**config.mk**
```make
export PLATFORM = sky130hd
export DESIGN_NAME = uart_tx_arbiter
export DESIGN_NICKNAME = d
export VERILOG_FILES = /design/src/rtl/uart_tx_arbiter.sv
export SDC_FILE = /design/constraint.sdc
export NUM_CORES = 1
export LEC_CHECK = 0
export BUFFER_PORTS_ARGS = -buffer_cell sky130_fd_sc_hd__buf_2
export CAP_MARGIN = 20
export CELL_PAD_IN_SITES_DETAIL_PLACEMENT = 0
export CELL_PAD_IN_SITES_GLOBAL_PLACEMENT = 1
export CORE_ASPECT_RATIO = 0.9
export CORE_MARGIN = 2
export CORE_UTILIZATION = 41
export DETAILED_ROUTE_END_ITERATION = 8
export GPL_ROUTABILITY_DRIVEN = 0
export HOLD_SLACK_MARGIN = 0.15
export PLACE_DENSITY_LB_ADDON = 0.1
export SETUP_SLACK_MARGIN = 0.05
export SYNTH_ARGS = -nofsm -noshare
export SYNTH_HDL_FRONTEND = slang
export SYNTH_SLANG_ARGS = --single-unit
```
**constraint.sdc**
```tcl
create_clock -name clk -period 5.9 [get_ports clk]
set_clock_uncertainty 0.2 [all_clocks]
set_input_delay 0.295 -clock clk [delete_from_list [all_inputs] [get_ports clk]]
set_output_delay 0.295 -clock clk [all_outputs]
set_load 0.1 [all_outputs]
```
**src/rtl/uart_tx_arbiter.sv**
```systemverilog
// uart_tx_arbiter: round-robin arbiter moving bursts of bytes from N_REQ producers
// into a single UART transmitter byte input.
module uart_tx_arbiter #(
  parameter int N_REQ     = 4,
  parameter int MAX_BURST = 4,
  parameter int CNT_W     = 16
) (
  input  logic                 clk,
  input  logic                 reset,
  input  logic [N_REQ-1:0]     req_valid,
  input  logic [8*N_REQ-1:0]   req_data,
  output logic [N_REQ-1:0]     req_ready,
  output logic                 tx_valid,
  output logic [7:0]           tx_data,
  input  logic                 tx_ready,
  output logic                 grant_valid,
  output logic [2:0]           grant_id,
  output logic [CNT_W-1:0]     tx_count
);
  localparam int IW = $clog2(N_REQ);
  typedef enum logic [1:0] {IDLE, LOAD, SEND} state_t;
  state_t            state_q;
  logic [IW-1:0]     gid_q, last_q, sel;
  logic              found, grant_valid_q;
  logic [3:0]        burst_q;
  logic [7:0]        tx_data_q;
  logic [CNT_W-1:0]  tx_count_q;
  function automatic logic [IW-1:0] wrap_idx(input logic [IW-1:0] l, input int k);
    return IW'((int'(l) + k) % N_REQ);
  endfunction
  // Scan downward so the nearest requester after last_q is the one that sticks.
  always_comb begin
    found = 1'b0;
    sel   = '0;
    for (int k = N_REQ; k >= 1; k--) begin
      if (req_valid[wrap_idx(last_q, k)]) begin
        found = 1'b1;
        sel   = wrap_idx(last_q, k);
      end
    end
  end
  always_ff @(posedge clk or posedge reset) begin
    if (reset) begin
      state_q       <= IDLE;
      gid_q         <= '0;
      last_q        <= IW'(N_REQ - 1);
      grant_valid_q <= 1'b0;
      burst_q       <= '0;
      tx_data_q     <= '0;
      tx_count_q    <= '0;
    end else begin
      case (state_q)
        IDLE: if (found) begin
          gid_q         <= sel;
          grant_valid_q <= 1'b1;
          burst_q       <= '0;
          state_q       <= LOAD;
        end
        LOAD: if (req_valid[gid_q]) begin
          tx_data_q <= req_data[{gid_q, 3'b000} +: 8];
          state_q   <= SEND;
        end else begin
          last_q        <= gid_q;
          grant_valid_q <= 1'b0;
          state_q       <= IDLE;
        end
        SEND: if (tx_ready) begin
          tx_count_q <= tx_count_q + CNT_W'(1);
          burst_q    <= burst_q + 4'd1;
          if (req_valid[gid_q] && burst_q < 4'(MAX_BURST - 1)) begin
            state_q <= LOAD;
          end else begin
            last_q        <= gid_q;
            grant_valid_q <= 1'b0;
            state_q       <= IDLE;
          end
        end
        default: state_q <= IDLE;
      endcase
    end
  end
  assign req_ready   = (state_q == LOAD) ? N_REQ'(1) << gid_q : '0;
  assign tx_valid    = state_q == SEND;
  assign tx_data     = tx_data_q;
  assign grant_valid = grant_valid_q;
  assign grant_id    = 3'(gid_q);
  assign tx_count    = tx_count_q;
endmodule

```
==> After elaboration in Yosys (flattened, before gate mapping) <==
Cells that the tools add are included.
{ "totals": {"reg_bits": 35, "latch_bits": 0, "mem_bits_rw": 0, "mem_bits_ro": 0, "inputBits": 39, "output_inout_bits": 33, "n_memories": 0} }
{ "classes": {"addsub": 6, "mul": 0, "n_div": 0, "order_cmp": 6, "n_eq_ne": 6, "shift": 2, "mux": 36, "bitwise": 0, "n_reduce_logical": 12} }
{ "op_table": {"columns": ["op", "count"], "rows": [
  ["$shiftx A32 B6 Y8", 1],
  ["$mux W2", 10],
  ["$add A16 B1 Y16 const B", 1],
  ["$lt A2 B3 Y1 const B", 5],
  ["$mux W1", 14],
  ["$mux W4", 3],
  ["$bmux W1 S2", 5],
  ["$pmux W4 S2", 1],
  ["$reduce_and A2 Y1", 4],
  ["$ne A2 B2 Y1 const B", 3],
  ["$pmux W2 S3", 1],
  ["$reduce_and A5 Y1", 1],
  ["$add A2 B1 Y2 const B", 2],
  ["$add A2 B2 Y2 const B", 2],
  ["$add A4 B1 Y4 const B", 1],
  ["$lt A4 B2 Y1 const B", 1],
  ["$pmux W2 S2", 1],
  ["$reduce_and A4 Y1", 1],
  ["$reduce_bool A2 Y1", 2],
  ["$shl A1 B2 Y4 const A", 1],
  ["$pmux W1 S3", 1],
  ["$reduce_and A3 Y1", 1],
  ["$reduce_bool A3 Y1", 1],
  ["$eq A2 B1 Y1 const B", 1],
  ["other kinds (4)", 4]
]} }

==> Logic depth before layout (Yosys ltp) <==
{ "logic_depth": {"depth_word": 9, "ltp_mapped": 7, "mapped_depth_nobuf": 6} }

==> Least setup slack after synthesis <==
OpenSTA, ideal clock, no wires.
{ "synth_timing": {"path_type": "register to output", "startpoint": "register gid_q[0]", "endpoint": "output port req_ready[0]", "arrival_ns": 3.436, "t_required_ns": 5.405, "path_slack_ns": 1.969, "stages_incl_launch_ff": 4, "n_path_buf": 2, "path_cell_list": "dfrtp_1 -> buf_6 -> buf_2 -> nor3b_1"} }
{ "synth_between": {"elab_chain_len": 2} }
{ "synth_lines": {"columns": ["item", "line_no", "text"], "rows": [
  ["from (decl)", "23", "logic [IW-1:0] gid_q, last_q, sel;"],
  ["from (signal assigned)", "54", "gid_q <= sel;"],
  ["$shl A1 B2 Y4", "82", "assign req_ready = (state_q == LOAD) ? N_REQ'(1) << gid_q : '0;"],
  ["$mux W4", "82", null],
  ["to (decl)", "12", "output logic [N_REQ-1:0] req_ready,"]
]} }
Every way passes these cells.

==> Worst setup path in the final report <==
{ "layout_timing": {"startpoint": "register gid_q[0]", "endpoint": "register tx_data_q[4], in the netlist tx_data[4]"} }
{ "layout_between": {"elab_chain_len": 3, "elab_cells_between_ends": 4, "classes_between": "shift: 1; mux: 2; reduce/logical: 1"} }
{ "layout_lines": {"columns": ["item", "line_no", "text"], "rows": [
  ["branches (longest 3 deep; another with $shiftx A32 B6 Y8)", null, null],
  ["to (signal assigned)", "60", "tx_data_q <= req_data[{gid_q, 3'b000} +: 8];"],
  ["to (decl)", "26", "logic [7:0] tx_data_q;"]
]} }
Parallel ways; which one is timed is not known. The select of a mux whose other input is x is not followed.
A chain may end at the register's enable or synchronous reset.

==> metrics.md <==
| Metric | Value |
|---|---|
| TNS Setup | `0 ns` |
| Post-DR vias/cell | `roughly 5.1` |
| CTS resizes | `0` |
| Register clock-pin slew on the reported worst setup and hold paths | `0.08 ns` |
| Maximum vdd ir drop | `roughly 0.25 mV` |
| Row count | `24` |
| Ant. Diodes | `0` |
| Syn_nets | `216` |
| Routed len/inst | `around 14 um` |
| Antenna violations before repair | `0` |
| Critical Path RT | `~5.9 ns` |
| Largest net degree at the start of global routing | `36` |
| Initial core utilization | `41.9%` |
| Fill count | `450` |
| CTS Buffer Depth | `2` |
| Vias | `roughly 1600` |
| Antenna Violating Nets Remaining | `0` |
| Cell variety after synth | `45` |
| Gr ovfl total | `0` |
| Cell area after synthesis | `2000 um2` |
| CTS tree | `done` |
| Tot GR Track Use | `between 10% and 20%` |
| Async S/R FF share, synth | `100%` |
| PD cells | `approximately 600 nW/um2` |
| Slew @ Worst Pin | `0.668 ns` |
| Dpl hpwl | `slightly above 3000 um` |
| RSZ-0062 raised after global routing | `no` |
| Port buffer count | `70` |
| Crit. End Element | `flip-flop` |
| Vias in the first global route | `around 1500` |
| Mapped Avg Cell Area | `approximately 12 um2` |
| Synthesis Warnings | `0` |
| Layout Nets | `between 200 and 300` |
| Global-route wire length before repair | `approximately 7300 um` |
| F_max | `approximately 430 MHz` |
| CP Cell Sequence | `mux4_2, nand2_2, mux2_2` |
| CTS sink count | `35` |
| Routed Wire Length | `~4200 um` |
| Root Buffer | `clkbuf_8` |
| Critical path type | `reg2reg` |
| Worst relative slew slack | `between 50% and 60%` |
| Final setup vio count | `0` |
| Final Cycle Share | `just under 40%` |
| Outcome | `completed` |
| Design Area, Final | `roughly 2500 um2` |
| Placeable Area | `4770 um2` |
| Final Power | `approximately 1.5 mW` |
| Setup crit start kind | `flip-flop` |
| H-Tree Depth | `2` |
| Most common cell after layout, fill and taps aside | `buf_2` |
| Die H | `approximately 70 um` |
| Number of synthesized register bits | `35` |
| Sequential fraction of the synthesis area | `roughly 44%` |
| Post-Synthesis Cells | `approximately 170` |
| Post-synth EDFFs | `0` |
| Worst path slowest cell | `dfrtp_1` |
| Hold Vio Cnt, Final | `0` |
| Final critical-path required period | `roughly 2.3 ns` |
| Initial DRC count | `between 60 and 70` |
| Critical Path Fanout Max | `16` |
| Die area | `5460 um2` |
| Placed Area | `2400 um2` |
| DRC errors left | `0` |
| Max Cap Viol | `0` |
| Clock latency on the worst-skew pair | `around 0.28 ns` |
| Slowest cell delay on critical path | `0.77 ns` |
| Leakage | `about 1.3 nW` |
| Hold Crit Class | `in2reg` |
| I/O Pins | `72` |
| Area grow syn2layout | `26.1%` |
| Layout cells sized above 1 | `between 40% and 50%` |
| Synth Flop Type | `dfrtp_1` |
| Drt first pass iters | `4` |
| Chip Width | `between 70 and 80 um` |
| Most frequent cells in the layout | `70 x buf_2, 33 x dfrtp_1, 15 x nand2_1` |
| Max-slew violation count | `0` |
| CTS Buf Count | `5` |
| Crit path DAT | `about 2.3 ns` |
[flip-flops by register name, summed over array words and instances, names as in the netlist]
name / flops
burst_q: 4
tx_data: 8
last_q: 2
gid_q: 2
tx_count: 16
state_q: 2
grant_valid: 1
[synthesized netlist by cell type (2+ instances only)]
master,count,area (um2)
dfrtp_1,33,826
nand2_1,15,56.3
xnor2_1,11,96.3
mux2_2,10,113
inv_1,8,30.0
a21oi_1,7,35.0
ha_1,6,75.1
nor2_1,6,22.5
and4_1,5,43.8
mux4_2,5,113
nand3_1,5,25.0
mux4_1,4,105
nand4_1,4,25.0
xor2_1,4,35.0
and3_1,3,18.8
clkbuf_1,3,11.3
mux2i_1,3,30.0
nor3_1,3,15.0
o31ai_1,3,22.5
a22o_1,2,17.5
buf_2,2,10.0
dfstp_2,2,52.6
mux2_4,2,30.0
nand2b_1,2,12.5
o21ai_0,2,10.0
o21ai_2,2,17.5
[final timing paths]
path                            cells past startpoint          from  slack, ns            to
worst max-delay path                                3      gid_q[0]       3.57    tx_data[4]
worst min-delay path                                3      tx_ready       0.16   tx_count[2]
worst max register to register                      3      gid_q[0]       3.57    tx_data[4]
worst min register to register                      1  tx_count[15]       0.26  tx_count[15]
max in group asynchronous                           4         reset       4.71     last_q[0]
min in group asynchronous                           4         reset       0.44    tx_data[7]
[routing by layer]
metal  up-vias  share of wire (%)  GRT usage [%]
met5         -                  0              0
met4         0               0.69           5.16
met3         4                5.2           4.13
met2        35                 48           26.2
met1       770                 46           22.9
li1        768                  -              -
[cells by family after synthesis]
logic type / Yosys count / synth area share, %
compound gates: 23 / 7.81
xor+xnor: 15 / 6.56
fa+ha+maj: 6 / 3.75
buf+inv: 15 / 3.50
flops: 35 / 43.9
mux: 24 / 19.5
other cells: 1 / 0.187
simple gates: 52 / 14.8
[repair_timing]
item / in CTS / in global routing
endpoints found under the hold margin: 33 / 0
hold buffers: 1 / 0
buffers inserted: 0 / 0
[layout make-up]
| type | instances | area, um2 | share of cell area (%) |
|---|---|---|---|
| well taps | 65 | 81.3 | 3.22 |
| multi-input cells | 121 | 1050 | 41.7 |
| repair buffers | 72 | 368 | 14.6 |
| clock buffers | 5 | 68.8 | 2.73 |
| inverters | 8 | 30.0 | 1.19 |
| clock inverters | 3 | 43.8 | 1.74 |
| flip-flops and latches | 35 | 878 | 34.8 |
[where the power goes]
| group | switching [mW] | internal, mW | leakage, nW | total [mW] |
|---|---|---|---|---|
| registers | 0.0866 | 0.315 | 0.449 | 0.402 |
| logic | 0.645 | 0.253 | 0.768 | 0.899 |
| clock network | 0.0889 | 0.126 | 0.0581 | 0.215 |
[worst max-delay path: cells and delay by family (launching register included)]
| kind | cells | cell delay (ns) |
|---|---|---|
| muxes | 2 | 1.01 |
| DFF | 1 | 0.77 |
| and+or+nand+nor | 1 | 0.23 |
[stage by stage]
step / setup WS, ns / hold slack, ns / std cells / utilization (%)
after floorplan: 1.97 / 0.248 / 171 / -
after global placement: 3.59 / 0.228 / 300 / 50.3
after detailed placement: 3.54 / 0.228 / 300 / 50.3
after CTS: 3.54 / 0.150 / 309 / 52.9
after global routing: 3.43 / 0.159 / 309 / 52.9
final: 3.57 / 0.157 / 309 / 52.9
Power figures use the tool's default switching activity.
